$ cat config.mk
export PLATFORM = sky130hd
export DESIGN_NAME = x_stream_serializer
export DESIGN_NICKNAME = d
export VERILOG_FILES = /design/src/rtl/x_stream_serializer_pkg.sv /design/src/rtl/x_stream_serializer.sv
export SDC_FILE = /design/constraint.sdc
export NUM_CORES = 1
export LEC_CHECK = 0
export BUFFER_PORTS_ARGS = -buffer_cell sky130_fd_sc_hd__buf_2
export CAP_MARGIN = 0
export CORE_MARGIN = 1.5
export CORE_UTILIZATION = 54
export CTS_CLUSTER_DIAMETER = 100
export DETAILED_ROUTE_END_ITERATION = 10
export PLACE_DENSITY_LB_ADDON = 0.12
export SYNTH_ARGS = -nofsm -noshare
export SYNTH_HDL_FRONTEND = slang
export SYNTH_SLANG_ARGS = --single-unit
$ cat constraint.sdc
create_clock -name clk -period 2.74 [get_ports clk]
set_input_delay 0 -clock clk [delete_from_list [all_inputs] [get_ports clk]]
set_output_delay 0 -clock clk [all_outputs]
set_load 0.05 [all_outputs]
$ cat src/rtl/x_stream_serializer_pkg.sv
// Shared definitions for the serial stimulus stage: state encoding and counter sizing.
package x_stream_serializer_pkg;

    typedef enum logic [1:0] {
        ST_IDLE  = 2'd0,
        ST_SHIFT = 2'd1,
        ST_GAP   = 2'd2
    } state_e;

    // The counter holds bit and gap counts up to and including their terminal value.
    function automatic int cnt_width(input int width, input int gap);
        int m;
        m = (width > gap) ? width : gap;
        return $clog2(m + 1);
    endfunction

endpackage

$ cat src/rtl/x_stream_serializer.sv
// Parallel-to-serial stage: accepts a word over valid/ready and presents it on x one bit
// per clock, optionally followed by an idle gap with x held low.
module x_stream_serializer
    import x_stream_serializer_pkg::*;
#(
    parameter int WIDTH      = 8,
    parameter int GAP_CYCLES = 0,
    parameter int MSB_FIRST  = 1
) (
    input  logic             clk,
    input  logic             rst,
    input  logic [WIDTH-1:0] din,
    input  logic             din_valid,
    output logic             din_ready,
    output logic             x,
    output logic             busy,
    output logic             done
);

    localparam int              CNT_W    = cnt_width(WIDTH, GAP_CYCLES);
    localparam logic [CNT_W-1:0] LAST_BIT = CNT_W'(WIDTH);
    localparam logic [CNT_W-1:0] GAP_LAST = CNT_W'(GAP_CYCLES);
    localparam logic [CNT_W-1:0] CNT_ONE  = CNT_W'(1);
    localparam bit              NO_GAP   = (GAP_CYCLES == 0);
    localparam bit              MSB_F    = (MSB_FIRST != 0);

    state_e             state_q, state_d;
    logic [CNT_W-1:0]   cnt_q, cnt_d;
    logic [WIDTH-1:0]   shreg_q, shreg_d;
    logic               x_q, x_d;
    logic               done_q, done_d;

    logic               last_bit;
    logic               accept;
    logic               first_bit;
    logic               next_bit;
    logic [WIDTH-1:0]   load_rest;
    logic [WIDTH-1:0]   shift_rest;

    // x_q already shows the first bit, so the shift register keeps only what remains.
    always_comb begin
        first_bit  = MSB_F ? din[WIDTH-1]     : din[0];
        load_rest  = MSB_F ? (din << 1)       : (din >> 1);
        next_bit   = MSB_F ? shreg_q[WIDTH-1] : shreg_q[0];
        shift_rest = MSB_F ? (shreg_q << 1)   : (shreg_q >> 1);
    end

    always_comb begin
        last_bit  = (state_q == ST_SHIFT) && (cnt_q == LAST_BIT);
        case (state_q)
            ST_SHIFT: din_ready = last_bit && NO_GAP;
            ST_GAP:   din_ready = 1'b0;
            default:  din_ready = 1'b1;
        endcase
        accept = din_valid && din_ready;
    end

    always_comb begin
        state_d = state_q;
        cnt_d   = cnt_q;
        shreg_d = shreg_q;
        x_d     = 1'b0;
        done_d  = 1'b0;
        case (state_q)
            ST_SHIFT: begin
                if (!last_bit) begin
                    x_d     = next_bit;
                    shreg_d = shift_rest;
                    cnt_d   = cnt_q + CNT_ONE;
                    done_d  = ((cnt_q + CNT_ONE) == LAST_BIT);
                end else if (!NO_GAP) begin
                    state_d = ST_GAP;
                    cnt_d   = CNT_ONE;
                end else if (accept) begin
                    x_d     = first_bit;
                    shreg_d = load_rest;
                    cnt_d   = CNT_ONE;
                end else begin
                    state_d = ST_IDLE;
                    cnt_d   = '0;
                end
            end
            ST_GAP: begin
                if (cnt_q == GAP_LAST) begin
                    state_d = ST_IDLE;
                    cnt_d   = '0;
                end else begin
                    cnt_d   = cnt_q + CNT_ONE;
                end
            end
            default: begin
                // Also recovers the unused encoding 2'd3 as IDLE.
                state_d = ST_IDLE;
                cnt_d   = '0;
                if (accept) begin
                    state_d = ST_SHIFT;
                    x_d     = first_bit;
                    shreg_d = load_rest;
                    cnt_d   = CNT_ONE;
                end
            end
        endcase
    end

    always_ff @(posedge clk) begin
        if (rst) begin
            state_q <= ST_IDLE;
            cnt_q   <= '0;
            shreg_q <= '0;
            x_q     <= 1'b0;
            done_q  <= 1'b0;
        end else begin
            state_q <= state_d;
            cnt_q   <= cnt_d;
            shreg_q <= shreg_d;
            x_q     <= x_d;
            done_q  <= done_d;
        end
    end

    assign x    = x_q;
    assign done = done_q;
    assign busy = (state_q == ST_SHIFT) || (state_q == ST_GAP);

endmodule

==> results.tsv <==
metric	value	unit
peak supply drop	0.3893	mV
CP Capture Type	output pin	
Initial Util	60.90	%
top-count cell post-synth	dfxtp_1	
CP Cell Sequence	inv_1, ha_1, and3b_1, nor2_8, inv_6, buf_2	
main combinational cell family by area after synthesis	simple AND/OR/NAND/NOR gates	
clk_lat worst skew	0.28	ns
Vias	501	
CTS resizes	0	
sequential-to-total area share from yosys stat	42.11	%
drt total wl	1198	um
Tmin final	1.749	ns
Ys Warns	0	
Avg Vias per Cell	5.219	
met3 wire len	80	um
clk buf depth	2	
wire length per cell	12.48	um
Core Util, Final	68.80	%
PwrDens	537.0	nW/um^2
core area	1171	um^2
TritonCTS Buffers	3	
WP data arrival	1.75	ns
top routing layer in use	met4	
FP Rows	12	
# H-tree levels	1	
initial DRC count	7	
drt pass-1 iters	3	
fmax	0.5719	GHz
Synth Cell Area	713.2	um^2
post-synthesis adder-cell area fraction	3.509	%
ratio of cells with drive above 1 in the final layout	35.37	%
crit path buf inv count	3	
# DRC	0	
CP startpoint kind	flop	
Hold WS	0.01481	ns
met2 wire length	555	um
post-route cell area	805.8	um^2
Placed Cells	92	
antenna viol nets, final	0	
ys flop type	dfxtp_1	
Die Span Y	39.34	um
IO Pins	15	
antenna cells	0	
M1 WL	543	um
complex-gate fraction of the synthesized area	15.79	%
P_leak	0.3316	nW
initial antenna violation count	0	
Total Routing Usage GR	19.90	%
# setup viols final	0	
port bufs	14	
hold buffer count at CTS	0	
first-pass GRT wire length	1973	um
Syn Inst Count	67	
status	complete, no violations	
Crit Path Class	reg -> out	
mux contribution to synthesized area	9.825	%
Yosys reg bits	15	
vias in the first global route	482	
die width	39.34	um
TNS Setup	0	ns
CTS tree	done	
share of the synthesized area in the top cell type	42.11	%
clock slew at reported path FFs	0.08	ns
worst slew pin tran	0.4317	ns
RSZ-0062 raised after global routing	no	
asr flop ratio synth	0	%
Worst path slowest cell	and3b_1	
CP delay by family, top	simple AND/OR/NAND/NOR gates	
Die ar.	1548	um^2
hpwl dp	900.4	um
ranking of synthesized cells by area	dfxtp_1 42%, a211oi_2 12%, mux2i_1 9.8%	
Placement Setup Slack	1.255	ns
CTS root buf	clkbuf_4	
Synth-to-Final Area Change	12.98	%
max incr delay on CP	0.44	ns
synth unique cells	24	
type of the tightest min-delay check	in -> reg	
post-route worst setup slack	0.9913	ns
Nets	96	
Clock Skews	0.003462	ns
area leader, netlist	dfxtp_1	
postcts setup bufs	0	
grt total ovfl	0	
critical path peak fanout	10	
syn nets	80	
GPL Wtd Cong	0.7605	
final critical-path share of the clock period	63.82	%
largest net degree at the start of global routing	15	
Post-Layout Cell Count	96	
Synth Area in Simple Gates	18.77	%
worst rel slew slack	71.22	%
Avg Cell Area, Syn	10.64	um^2
Pwr Total	432.7	uW
max-cap violations	0	
Critical Path RT	2.74	ns
Commonest cells post-synth	15 x dfxtp_1, 8 x nor3_1, 7 x a211oi_2, 7 x mux2i_1	
number of flops mapped to enable cells by yosys	0	
Post-DP Area	779.5	um^2
Slew Limit Fails	0	
Sink Count	15	
XOR/XNOR Fraction of Synth Area	3.684	%
Fin. Hold Viols	0	
-- area by class of cell --
class	instances	area [um^2]
inverter	5	23.77
timing repair buffer	14	70.07
sequential	15	300.3
clock buffer	4	26.28
fill	100	365.4
multi-input combinational	44	367.9
tap	14	17.52
-- registers in the layout (all words and copies together), names as in the netlist --
register and flops:
shreg_q 8, done 1, cnt_q 4, x 1
state_q 1
-- worst min-delay path, cell delays in order --
cell and delay, ns:
buf_2 0.10, o211ai_1 0.08, a21oi_1 0.07
-- worst paths after layout --
kind / start / end / slack, ns / cells after the start
worst max-delay path: cnt_q[0]$_SDFF_PP0_ / din_ready / 0.99 / 6
worst min-delay path: din[7] / x$_SDFF_PP0_ / 0.01 / 3
worst max register to register: cnt_q[0]$_SDFF_PP0_ / shreg_q[7]$_SDFF_PP0_ / 1.26 / 6
worst min register to register: shreg_q[0]$_SDFF_PP0_ / shreg_q[0]$_SDFF_PP0_ / 0.46 / 2
-- power by group --
| part | switching (mW) | leakage (nW) | total, mW | internal (mW) |
|---|---|---|---|---|
| combinational | 0.0430 | 0.193 | 0.0717 | 0.0287 |
| sequential | 0.00812 | 0.123 | 0.239 | 0.231 |
| clock | 0.0657 | 0.0150 | 0.122 | 0.0566 |
-- cell usage in the layout (no fill, tap or decap), types with 2 or more instances in the layout --
cell type   n
clkbuf_4    3
buf_2      14
a211oi_2    7
nand2_1     3
inv_1       3
nor3_2      2
a21oi_1     2
nor3_1      8
mux2i_1     7
xor2_1      2
ha_1        2
dfxtp_1    15
nand3_1     2
-- cell families after synthesis --
family	Yosys count
AO/OA/AOI/OAI	11
flip-flops	15
multiplexers	7
buffers and inverters	8
adder cells (fa/ha/maj)	2
XOR/XNOR	3
AND/OR/NAND/NOR	21
-- metal layers --
metal | up-vias | GRT usage, %
met3 | 4 | 8.523
li1 | 271 | -
met2 | 14 | 32.92
met5 | - | 0
met4 | 0 | 10.34
met1 | 212 | 21.25
(Power assumes the default switching activity.)
